## src/rtl/pic_pkg.sv

```systemverilog
// Shared types and the rotating priority search used by the interrupt controller.
package pic_pkg;

  typedef enum logic {StIdle, StWaitAck2} pic_state_e;

  localparam int unsigned DEF_NUM_IRQ = 8;
  localparam int unsigned RESET_LAST  = DEF_NUM_IRQ - 1;

  // Returns {found, idx}; priority runs base+1, base+2, ... modulo n.
  function automatic logic [5:0] prio_find(input logic [31:0] vec, input logic [4:0] base,
                                           input int unsigned n);
    logic [31:0] rot;
    int unsigned start;
    int unsigned j;
    logic        found;
    logic [4:0]  pos;
    start = 32'(base) + 1;
    if (start >= n) start = 0;
    rot = '0;
    for (int i = 0; i < 32; i++) begin
      if (i < int'(n)) begin
        j = 32'(i) + start;
        if (j >= n) j = j - n;
        rot[i] = vec[j[4:0]];
      end
    end
    found = 1'b0;
    pos   = '0;
    for (int i = 31; i >= 0; i--) begin
      if (rot[i]) begin
        found = 1'b1;
        pos   = 5'(i);
      end
    end
    j = 32'(pos) + start;
    if (j >= n) j = j - n;
    return {found, j[4:0]};
  endfunction

endpackage

```

## src/rtl/pic_prio_resolver.sv

```systemverilog
// Combinational rotating find-first: highest-priority set bit and its rank.
module pic_prio_resolver
  import pic_pkg::*;
#(
  parameter int unsigned NUM_IRQ = 8,
  parameter int unsigned ID_W    = $clog2(NUM_IRQ)
) (
  input  logic [NUM_IRQ-1:0] i_vec,
  input  logic [ID_W-1:0]    i_base,
  output logic               o_found,
  output logic [ID_W-1:0]    o_idx,
  output logic [ID_W-1:0]    o_rank
);

  logic [5:0] w_res;

  assign w_res   = prio_find(32'(i_vec), 5'(i_base), NUM_IRQ);
  assign o_found = w_res[5];
  assign o_idx   = ID_W'(w_res[4:0]);

  // Rank 0 is the highest priority slot in the current rotation.
  always_comb begin
    int unsigned s;
    int unsigned r;
    s = 32'(i_base) + 1;
    if (s >= NUM_IRQ) s = 0;
    r = 32'(w_res[4:0]);
    if (r >= s) r = r - s;
    else        r = r + NUM_IRQ - s;
    o_rank = ID_W'(r);
  end

endmodule

```

## src/rtl/pic_core_n.sv

```systemverilog
// 8259-style interrupt core: IRR capture, priority resolution, ISR tracking and INTA sequence.
module pic_core_n
  import pic_pkg::*;
#(
  parameter int unsigned NUM_IRQ = 8,
  parameter int unsigned ID_W    = $clog2(NUM_IRQ),
  parameter int unsigned VEC_W   = 8
) (
  input  logic                  i_clk,
  input  logic                  i_reset,
  input  logic [NUM_IRQ-1:0]    i_irq_lines,
  input  logic [NUM_IRQ-1:0]    i_level_mode,
  input  logic [NUM_IRQ-1:0]    i_irq_mask,
  input  logic                  i_rotate_en,
  input  logic                  i_aeoi_en,
  input  logic [VEC_W-ID_W-1:0] i_vector_base,
  input  logic                  i_inta_strobe,
  input  logic                  i_eoi_valid,
  input  logic                  i_eoi_specific,
  input  logic [ID_W-1:0]       i_eoi_id,
  output logic                  o_int_out,
  output logic                  o_vector_valid,
  output logic [VEC_W-1:0]      o_vector_out,
  output logic                  o_spurious,
  output logic [NUM_IRQ-1:0]    o_irr,
  output logic [NUM_IRQ-1:0]    o_isr,
  output logic [ID_W-1:0]       o_last_serviced
);

  localparam logic [ID_W-1:0] LAST_ID = ID_W'(NUM_IRQ - 1);

  pic_state_e         r_state;
  logic [NUM_IRQ-1:0] r_irr, r_isr, r_sample;
  logic [ID_W-1:0]    r_last, r_id;
  logic               r_spur_pend, r_int, r_vvalid, r_spur;
  logic [VEC_W-1:0]   r_vec;

  logic [ID_W-1:0]    w_base, w_cand_idx, w_cand_rank, w_isr_idx, w_isr_rank, w_eoi_idx;
  logic [ID_W-1:0]    w_last_d;
  logic               w_cand_found, w_isr_found, w_ack1, w_ack2, w_eoi_hit, w_int_d;
  logic [NUM_IRQ-1:0] w_irr_d, w_isr_d;
  pic_state_e         w_state_d;

  assign w_base = i_rotate_en ? r_last : LAST_ID;

  pic_prio_resolver #(.NUM_IRQ(NUM_IRQ), .ID_W(ID_W)) u_cand (
    .i_vec   (r_irr & ~i_irq_mask),
    .i_base  (w_base),
    .o_found (w_cand_found),
    .o_idx   (w_cand_idx),
    .o_rank  (w_cand_rank)
  );

  pic_prio_resolver #(.NUM_IRQ(NUM_IRQ), .ID_W(ID_W)) u_isr (
    .i_vec   (r_isr),
    .i_base  (w_base),
    .o_found (w_isr_found),
    .o_idx   (w_isr_idx),
    .o_rank  (w_isr_rank)
  );

  always_comb begin
    w_ack1    = i_inta_strobe && (r_state == StIdle);
    w_ack2    = i_inta_strobe && (r_state == StWaitAck2);
    w_state_d = w_ack1 ? StWaitAck2 : (w_ack2 ? StIdle : r_state);
    w_int_d   = (w_state_d == StIdle) && w_cand_found &&
                (!w_isr_found || (w_cand_rank < w_isr_rank));

    w_eoi_hit = 1'b0;
    w_eoi_idx = w_isr_idx;
    if (i_eoi_valid) begin
      if (i_eoi_specific) begin
        if ((32'(i_eoi_id) < NUM_IRQ) && r_isr[i_eoi_id]) begin
          w_eoi_hit = 1'b1;
          w_eoi_idx = i_eoi_id;
        end
      end else begin
        w_eoi_hit = w_isr_found;
      end
    end

    // A new edge is ORed in after the ack1 clear so it is never lost.
    for (int i = 0; i < int'(NUM_IRQ); i++) begin
      if (i_level_mode[i]) begin
        w_irr_d[i] = i_irq_lines[i];
      end else begin
        w_irr_d[i] = (r_irr[i] && !(w_ack1 && w_cand_found && (w_cand_idx == ID_W'(i)))) ||
                     (i_irq_lines[i] && !r_sample[i]);
      end
    end

    w_isr_d  = r_isr;
    w_last_d = r_last;
    if (w_ack2 && i_aeoi_en && !r_spur_pend) begin
      w_isr_d[r_id] = 1'b0;
      if (i_rotate_en) w_last_d = r_id;
    end
    if (w_eoi_hit) begin
      w_isr_d[w_eoi_idx] = 1'b0;
      if (i_rotate_en) w_last_d = w_eoi_idx;
    end
    if (w_ack1 && w_cand_found) w_isr_d[w_cand_idx] = 1'b1;
  end

  always_ff @(posedge i_clk or posedge i_reset) begin
    if (i_reset) begin
      r_state     <= StIdle;
      r_irr       <= '0;
      r_isr       <= '0;
      r_sample    <= '0;
      r_last      <= LAST_ID;
      r_id        <= '0;
      r_spur_pend <= 1'b0;
      r_int       <= 1'b0;
      r_vvalid    <= 1'b0;
      r_spur      <= 1'b0;
      r_vec       <= '0;
    end else begin
      r_sample <= i_irq_lines;
      r_irr    <= w_irr_d;
      r_isr    <= w_isr_d;
      r_last   <= w_last_d;
      r_int    <= w_int_d;
      r_vvalid <= 1'b0;
      r_spur   <= 1'b0;
      r_vec    <= '0;
      unique case (r_state)
        StIdle: begin
          if (w_ack1) begin
            r_id        <= w_cand_found ? w_cand_idx : LAST_ID;
            r_spur_pend <= !w_cand_found;
            r_state     <= StWaitAck2;
          end
        end
        StWaitAck2: begin
          if (w_ack2) begin
            r_vvalid    <= 1'b1;
            r_vec       <= {i_vector_base, r_id};
            r_spur      <= r_spur_pend;
            r_spur_pend <= 1'b0;
            r_state     <= StIdle;
          end
        end
        default: r_state <= StIdle;
      endcase
    end
  end

  assign o_int_out       = r_int;
  assign o_vector_valid  = r_vvalid;
  assign o_vector_out    = r_vec;
  assign o_spurious      = r_spur;
  assign o_irr           = r_irr;
  assign o_isr           = r_isr;
  assign o_last_serviced = r_last;

endmodule
```

## config.mk

```make
export PLATFORM = sky130hd
export DESIGN_NAME = pic_core_n
export DESIGN_NICKNAME = d
export VERILOG_FILES = /design/src/rtl/pic_pkg.sv /design/src/rtl/pic_prio_resolver.sv /design/src/rtl/pic_core_n.sv
export SDC_FILE = /design/constraint.sdc
export NUM_CORES = 1
export LEC_CHECK = 0
export ABC_CLOCK_PERIOD_IN_PS = 9700
export CAP_MARGIN = 15
export CORE_UTILIZATION = 50
export DETAILED_ROUTE_END_ITERATION = 8
export GPL_ROUTABILITY_DRIVEN = 0
export HOLD_SLACK_MARGIN = 0.1
export MAX_ROUTING_LAYER = met4
export PLACE_DENSITY = 0.76
export RECOVER_POWER = 25
export SYNTH_ARGS = -nofsm -noshare
export SYNTH_HDL_FRONTEND = slang
export SYNTH_SLANG_ARGS = --single-unit
```

## constraint.sdc

```tcl
create_clock -name i_clk -period 9.7 [get_ports i_clk]
set_clock_uncertainty 0.2 [all_clocks]
set_input_delay 1.94 -clock i_clk [delete_from_list [all_inputs] [get_ports i_clk]]
set_output_delay 1.94 -clock i_clk [all_outputs]
set_load 0.02 [all_outputs]
```

# Word-level counts from Yosys, hierarchy flattened
# Cells that the tools add are included.
# classes
n_mux	122
reduce_logical	65
bitwise_logic	9
eq_ne	9
n_lt_le_gt_ge	29
add_sub_neg	26
# ops
op	n
greater-or-equal comparator 32 x 4 -> 1 bit, second input constant	10
two-way mux 3 bit	27
binary-select mux 1 bit (select 5 bit)	16
two-way mux 1 bit	57
two-way mux 5 bit	10
subtractor 5 x 4 -> 5 bit, second input constant	10
< comparator 5 x 6 -> 1 bit, second input constant	8
two-way mux 8 bit	5
logical AND 1 bit	34
adder 3 x 32 -> 32 bit	1
greater-or-equal comparator 5 x 32 -> 1 bit	1
bitwise AND 8 bit	3
NOT 8 bit	3
adder 3 x 4 -> 5 bit, first input constant	4
logical NOT 1 bit	19
< comparator 3 x 4 -> 1 bit, second input constant	4
equality test 3 bit, second input constant	4
subtractor 3 bit	4
adder 2 x 4 -> 5 bit, first input constant	2
demux 1 bit (select 3 bit)	3
greater-or-equal comparator 3 x 1 -> 1 bit, second input constant	3
logical OR 1 bit	9
OR 8 bit	1
adder 3 x 1 -> 3 bit, second input constant	2
other kinds (16)	20
# totals
elab_cells	271
ff_bits	43
out_inout_bits	30

# Logic depth before layout (Yosys ltp)
# Gate-level depths: netlist (run 1).
# logic_depth
ltp_word	32
mapped_depth	31
mapped_depth_nobuf	28

# Cells and area by module
# Synthesis (run 1) repeated with hierarchy kept, for this count alone.
# unflattened
cells_unflattened	519
hier_area_um2	4679.5
# by_module_without_submodules
module	area_each_um2	instances	cells_each	seq_area_each_um2
pic_prio_resolver	1217.4	2	142	0.0
pic_core_n	2244.7	1	235	1079.8

# Worst setup path after synthesis (run 1)
# Ideal clock, no wire load.
# synth_timing
path_type	in2reg
startpoint	input port i_rotate_en
endpoint	register r_int, in the netlist o_int_out
setup_ns	0.072
path_stages	28
t_arrival_ns	7.118
slack_ns	2.311
required_time_ns	9.428
path_cell_list	nand2b_4 buf_2 ha_1 buf_2 nand2_1 nor2_4 clkbuf_1 ha_1 a221o_1 nand2_1 ha_1 a22o_1 o211a_1 o31ai_2 o21ai_0 a2bb2o_1 nand2_1 a211oi_1 ha_1 fa_1 inv_1 fa_1 inv_1 ha_1 a21o_1 a21oi_1 o21ai_0 nor2_1
# synth_between
elab_chain_len	26
word_cells_on_any_way	122
cone_classes	add/sub (26); order compare (14); mux (78); reduce/logical (4)
# synth_lines
element	line_no	source
from (decl)	pic_core_n.sv:14	input logic i_rotate_en,
two-way mux 3 bit (*)	pic_core_n.sv:44	assign w_base = i_rotate_en ? r_last : LAST_ID;
adder 3 x 1 -> 4 bit (*)	pic_pkg.sv:17, pic_prio_resolver.sv:25	
greater-or-equal comparator 32 x 4 -> 1 bit	pic_pkg.sv:18, pic_prio_resolver.sv:26	
two-way mux 4 bit (*)	pic_pkg.sv:18, pic_prio_resolver.sv:26	
branches (longest 21 deep; another with greater-or-equal comparator 32 x 4 -> 1 bit)	-	
logical AND 1 bit (*)	pic_core_n.sv:66	w_int_d = (w_state_d == StIdle) && w_cand_found &&
named net w_int_d	pic_core_n.sv:40	logic w_cand_found, w_isr_found, w_ack1, w_ack2, w_eoi_hit, w_int_d;
to (signal assigned)	pic_core_n.sv:123	r_int <= w_int_d;
to (decl)	pic_core_n.sv:35	logic r_spur_pend, r_int, r_vvalid, r_spur;
# Mark *: on every way through the listed nets, which the timed path passes. The select of a mux whose other input is x is not followed.
# A chain may end at the register's enable or synchronous reset.

# Final worst setup path (run 1)
# Same ends and word-level chain as after synthesis.

==> results.md, run 1 <==
* Clk sinks at 43
* Total GRT Usage at 0.299
* Logic pwr share at 0.709
* Slew HR at -0.565
* R2R Path End: o_int_out
* Period utilization at 0.930
* Post_cts resized at 0
* Sequential area share after synthesis at 0.262
* Register share of total power at 0.192
* Number of DRC markers in iteration 0 at approximately 230
* Power share of the clock group at 0.099
* Dominant cell type by area after synthesis: dfrtp_1
* Endpoints failing hold at 0
* Setup TNS at 0 ns
* Worst R2R Start: o_last_serviced[0]
* Cells after DPL at 609
* Fillers at 687
* Footprint of the multi-input gates at roughly 2800 um^2
* Reg clk slew, reported paths at approximately 0.09 ns
* Num ports at 69
* Number of synthesized flops with an enable pin at 0
* Slew of the pin with the lowest slew margin at around 2.3 ns
* Pleak at approximately 0.0021 uW
* Drt wl/cell at ~19 um
* Clk root buf: clkbuf_8
* Initial antenna violation count at 0
* Critical Path Start Type: input pin
* Max-Cap Viols at 1
* Int Pwr at 860 uW
* Clock buffer depth at 2
* Worst hold stages at 2
* Nets at 581
* TritonCTS clock tree: built
* Pin count of the biggest net entering global routing at 44
* Num CTS Buffers at 5
* Final Util at 0.635
* Peak VDD IR at approximately 0.22 mV
* Overflow after GRT at 0
* Die footprint at about 8600 um^2
* Crit end category: flop
* Vias per cell at about 6.4
* Final worst path period need at about 9 ns
* Outcome: finished with violations
* Most common cell after layout, fill and taps aside: clkdlybuf4s50_1
* RSZ-0062 raised after global routing: no
* Layout cells sized above 1 at 0.0932
* Reg area at about 1100 um^2
* Power Density at 347 nW/um^2
* Postcts setup bufs at 0
* Antenna diodes at 0
* CP required at between 9 and 10 ns
* DR pass1 iterations at 5
* Async SR Flop Fraction at 1.00
* Clock Latency Late Sink at roughly 0.3 ns
* Routed WL at about 12 mm
* Failing checks: max-capacitance violations, max-slew violations
* Vias in the first global route at about 3800
* Worst Hold Class: flop to flop
* Synth Flop Type: dfrtp_1
* FF-to-FF setup slack at about 2.3 ns
* Hold endpoint: o_irr[0]
* DR vias at between 3000 and 4000
* Rows at 32
* Commonest cells after routing, fill and taps aside: clkdlybuf4s50_1, dfrtp_1, nand2_1
* Starting Density at 0.525
* Chip Height at approximately 93 um
* DP HPWL at a little over 9 mm
* Post-CTS Hold Fix Bufs at 0
* Port bufs at between 60 and 70
* Worst r2r path cells at 26
* DIE WIDTH at around 93 um
* Final Slew Violations at 44
* P_sw at roughly 870 uW
* Synth top area share at 0.243
* Synth cell types at 87
* Synth area leaders: dfrtp_1, ha_1, mux4_2
* Final non-filler cell total at between 600 and 700
* Hold path start: r_sample[0]
* Switch share at 0.502
* Critical Path AT at 9.06 ns
* Post-synthesis register bit count at 43
* Synthesized cell area at 4120 um^2
* Max frequency at about 110 MHz
* H-tree levels at 2
* Gate Count Post-Synth at 456
* Syn Area/Cell at roughly 9 um^2
* # DRC at 0
* First-pass GRT wire length at ~19 mm
* Syn. warnings at 0
* Core area at roughly 7800 um^2
* Critical Path Fanout Max at 22
* WS Path Type: input pin to flop
* Setup violators final at 0
* ANT nets after route at 0
* Area Growth Syn to Fin at 20.9%
[worst max path at each step]
stage | startpoint | cells past startpoint | to | slack (ns)
finish | i_rotate_en | 27 | o_int_out | 0.68
global route | i_rotate_en | 27 | o_int_out | 0.20
CTS | i_rotate_en | 28 | o_int_out | 0.82
detailed placement | i_rotate_en | 28 | o_int_out | 0.55
global placement | i_rotate_en | 27 | o_int_out | 0.76
floorplan | i_rotate_en | 28 | o_int_out | 2.31
[state kept, by name (all words and copies together) (netlist names)]
register         count
o_int_out            1
o_irr                8
o_isr                8
o_last_serviced      3
o_spurious           1
o_vector_out         8
o_vector_valid       1
r_id                 3
r_sample             8
r_spur_pend          1
r_state              1
[power groups by stage]
stage | Clock, uW | Sequential (uW) | Combinational [uW]
floorplan | 0 | 320 | 874
global placement | 0 | 326 | 1160
detailed placement | 0 | 329 | 1190
CTS | 175 | 326 | 1200
global route | 182 | 338 | 1330
finish | 172 | 331 | 1220
[metrics by stage]
| step | area (um^2) | power, uW | hold slack [ns] | worst slack (ns) |
|---|---|---|---|---|
| finish | 4980 | 1730 | 0.358 | 0.676 |
| global route | 4980 | 1850 | 0.400 | 0.203 |
| CTS | 4980 | 1700 | 0.361 | 0.820 |
| detailed placement | 4840 | 1520 | 0.341 | 0.548 |
| global placement | 4840 | 1490 | 0.334 | 0.763 |
| floorplan | 4130 | 1190 | 0.305 | 2.31 |
[cell families (layout without fill, tap and decap cells)]
family / Yosys count / count (layout) / synth area share
other: 2 / 4 / 0.00182
muxes: 37 / 37 / 0.123
and+or+nand+nor: 160 / 160 / 0.221
adders and majority gates: 28 / 28 / 0.0924
DFF: 43 / 43 / 0.262
buffers and inverters: 52 / 109 / 0.0547
AOI/OAI and AO/OA: 130 / 130 / 0.233
xor gates and xnor gates: 4 / 4 / 0.0122
[Yosys cell counts (4+ instances only)]
cell type / count
and2_1: 7
or2_1: 4
o21a_1: 5
a21oi_1: 15
mux2_2: 4
nand2b_1: 12
nor3_1: 7
nor2_1: 23
dfrtp_1: 40
a32oi_1: 4
nor2b_1: 15
nand3b_1: 6
or3_1: 5
inv_1: 29
fa_1: 4
or2_2: 5
a31oi_1: 5
mux2i_1: 21
ha_1: 24
and3_1: 10
buf_2: 8
clkbuf_1: 8
a221oi_1: 9
mux4_2: 10
and3b_1: 4
a211o_1: 5
nand2_1: 33
nand3_1: 9
a21boi_0: 4
o21ai_0: 32
[critical path, cell delays in order]
cell	delay [ns]
clkdlybuf4s50_1	0.94
nand2b_4	0.33
ha_1	0.39
nor2b_1	0.21
a21o_1	0.22
nand2_1	0.32
ha_1	0.40
and2_1	0.18
ha_1	0.28
inv_1	0.05
a211o_1	0.22
a221oi_1	0.43
o21bai_1	0.18
o21ai_0	0.23
a2bb2o_1	0.17
nand2_1	0.05
a211oi_1	0.30
ha_1	0.28
fa_1	0.48
inv_1	0.17
fa_1	0.44
inv_1	0.08
ha_1	0.22
a21o_1	0.16
a21oi_1	0.14
o21ai_0	0.11
nor2_1	0.12
[layout make-up]
cell class / count / area share
Multi-Input combinational cell: 363 / 0.566
Sequential cell: 43 / 0.217
Timing Repair Buffer: 71 / 0.140
Tap cell: 102 / 0.0256
Inverter: 30 / 0.0226
Clock inverter: 3 / 0.0143
Clock buffer: 5 / 0.0138
[metal layers]
layer / global-route usage / vias up / wire, um / share of wire
met2: 0.463 / 198 / 5480 / 0.46
li1: - / 1805 / - / -
met3: 0.0435 / 58 / 800 / 0.067
met5: - / - / 0 / 0
met1: 0.381 / 1868 / 5000 / 0.42
met4: 0.158 / 0 / 632 / 0.053
No activity file was read; power rests on OpenSTA's default activity.
==> run 2, diff against run 1 <==
CORE_ASPECT_RATIO = 1.1   (was unset)
==> run 2 against run 1 <==
Effect of this change:
- the flow still finishes with violations (max-capacitance violations, max-slew violations)
- die area hardly changed
- sequential share of layout area up 0.15 points
- setup slack improved by 0.67 ns
- first-iteration DRC count increased by 9.3%
- via count is 1.6% lower
- critical endpoint unchanged
- final area fell by 0.68%
- fmax increased by 8.0%
- clock power shrank 29%
- clock-buffer cell count increased by 1
==> results.md, run 2 (synthesis results as in run 1) <==
* M3 GR Usage at 0.0416
* Reg clk slew, reported paths at approximately 0.090 ns
* Max-Cap Viols at 1
* Pre-CTS setup slack at roughly 1.1 ns
* Postcts setup bufs at 0
* Critical Path Start Type: input pin
* Reg area at between 1000 and 1500 um^2
* CP max-delay cell: clkdlybuf4s50_1
* Critical Path Fanout Max at 10
* Starting Density at 0.518
* M2 GR Usage at 0.486
* Overflow after GRT at 0
* ANT nets after route at 0
* DIE WIDTH at a little under 90 um
* Final Util at 0.622
* Placed Area at between 4000 and 5000 um^2
* Vias in the first global route at roughly 3900
* Final worst path period need at about 8.4 ns
* Die footprint at between 8000 and 9000 um^2
* Logic pwr share at 0.730
* Layout cells sized above 1 at 0.0932
* DR pass1 iterations at 5
* Max frequency at 120 MHz
* Routed WL at around 12 mm
* First-pass GRT wire length at around 19 mm
* Clock buffer depth at 2
* Slew HR at -0.571
* # DRC at 0
* Pleak at around 0.0021 uW
* Worst Hold Class: flop to flop
* Int Pwr at between 800 and 900 uW
* Cell depth of the worst setup path at 27
* Chip Height at roughly 100 um
* Setup TNS at 0 ns
* Initial antenna violation count at 0
* Period utilization at 0.862
* WS Path Type: input pin to flop
* DR vias at between 3000 and 4000
* H-tree levels at 2
* CP Buf/Inv Count at 4
* R2R Path End: o_int_out
* P_sw at between 800 and 900 uW
* Clk sinks at 43
* Worst setup margin at 1.34 ns
* Top delay family on crit path: adder cells
* Pin count of the biggest net entering global routing at 44
* Worst path max stage delay at between 0.4 and 0.5 ns
* Worst R2R Start: o_last_serviced[0]
* Hold path start: r_sample[2]
* Final Slew Violations at 44
* Endpoints failing hold at 0
* Number of DRC markers in iteration 0 at 247
* Switch share at 0.513
* Core area at 7960 um^2
* Worst r2r path cells at 26
* Cell area after layout at 4950 um^2
* Critical Path AT at 8.38 ns
* Post_cts resized at 0
* Commonest cells after routing, fill and taps aside: clkdlybuf4s50_1, dfrtp_1, nand2_1
* Antenna diodes at 0
* Slew of the pin with the lowest slew margin at 2.36 ns
* Worst hold stages at 3
* Fillers at around 700
* CP required at between 9 and 10 ns
* Most frequent cell on the critical path: ha_1
* Crit end category: flop
* Vias per cell at around 6.2
* FF-to-FF setup slack at ~2.5 ns
* Power share of the clock group at 0.073
* Num CTS Buffers at 5
* Total GRT Usage at 0.299
* Footprint of the multi-input gates at about 2800 um^2
* TritonCTS clock tree: built
* Register share of total power at 0.197
* Num ports at 69
* Post-CTS Hold Fix Bufs at 0
* Nets at 581
* Setup violators final at 0
* Rows at 34
* DP HPWL at about 9.2 mm
* Gr busiest metal: met2
* GRT met1 Usage at 0.378
* Failing checks: max-capacitance violations, max-slew violations
* Drt wl/cell at 18.9 um
* Clock Latency Late Sink at ~0.29 ns
* Most common cell after layout, fill and taps aside: clkdlybuf4s50_1
* Clk root buf: clkbuf_8
* Hold endpoint: o_irr[2]
* Area Growth Syn to Fin at 20.1%
* Port bufs at 68
* Power Density at 339 nW/um^2
* Peak VDD IR at 0.173 mV
* RSZ-0062 raised after global routing: no
* Outcome: finished with violations
==> run 2: cell types whose count changed in the layout (fill, tap and decap cells not counted), sizes merged <==
cell	before	now
bufinv	2	0
clkbuf	6	7
clkinv	1	2
clkinvlp	0	1
inv	30	29
==> run 2: how the worst max path moves through the flow <==
stage | end | from
2_1_floorplan | o_int_out | i_rotate_en
3_3_place_gp | o_int_out | i_rotate_en
3_5_place_dp | o_int_out | i_rotate_en
4_1_cts | o_int_out | i_rotate_en
5_1_grt | o_int_out | i_rotate_en
6_report | o_int_out | i_rotate_en
==> run 2: tightest hold or removal path, cell delays in order (launching register included) <==
cell     delay, ns
dfrtp_1       0.37
inv_1         0.04
o21ai_0       0.07
nand2_1       0.06
==> run 2: final cells by class <==
class | instances | area share
multi-input combinational | 363 | 0.570
tap | 108 | 0.0273
clock inverter | 2 | 0.00329
inverter | 30 | 0.0228
clock buffer | 6 | 0.0167
sequential | 43 | 0.218
timing repair buffer | 71 | 0.141
==> run 2: per-layer routing <==
layer,wire length (um),vias to the layer above
met1,4880,1864
met5,0,-
met3,677,37
li1,-,1805
met2,5830,159
met4,411,0
==> run 2: through the flow <==
step	power (uW)	instances	hold WS (ns)
after floorplan	1190	458	0.305
after global placement	1510	615	0.338
after detailed placement	1530	615	0.339
after CTS	1660	623	0.365
after global routing	1810	623	0.382
final	1680	623	0.364
==> run 2: power groups by stage <==
stage          Combinational (uW)  Clock, uW  Sequential (uW)
5_1_grt                      1340        134              339
6_report                     1220        122              330
4_1_cts                      1210        124              327
3_5_place_dp                 1200          0              331
2_1_floorplan                 874          0              320
3_3_place_gp                 1180          0              330
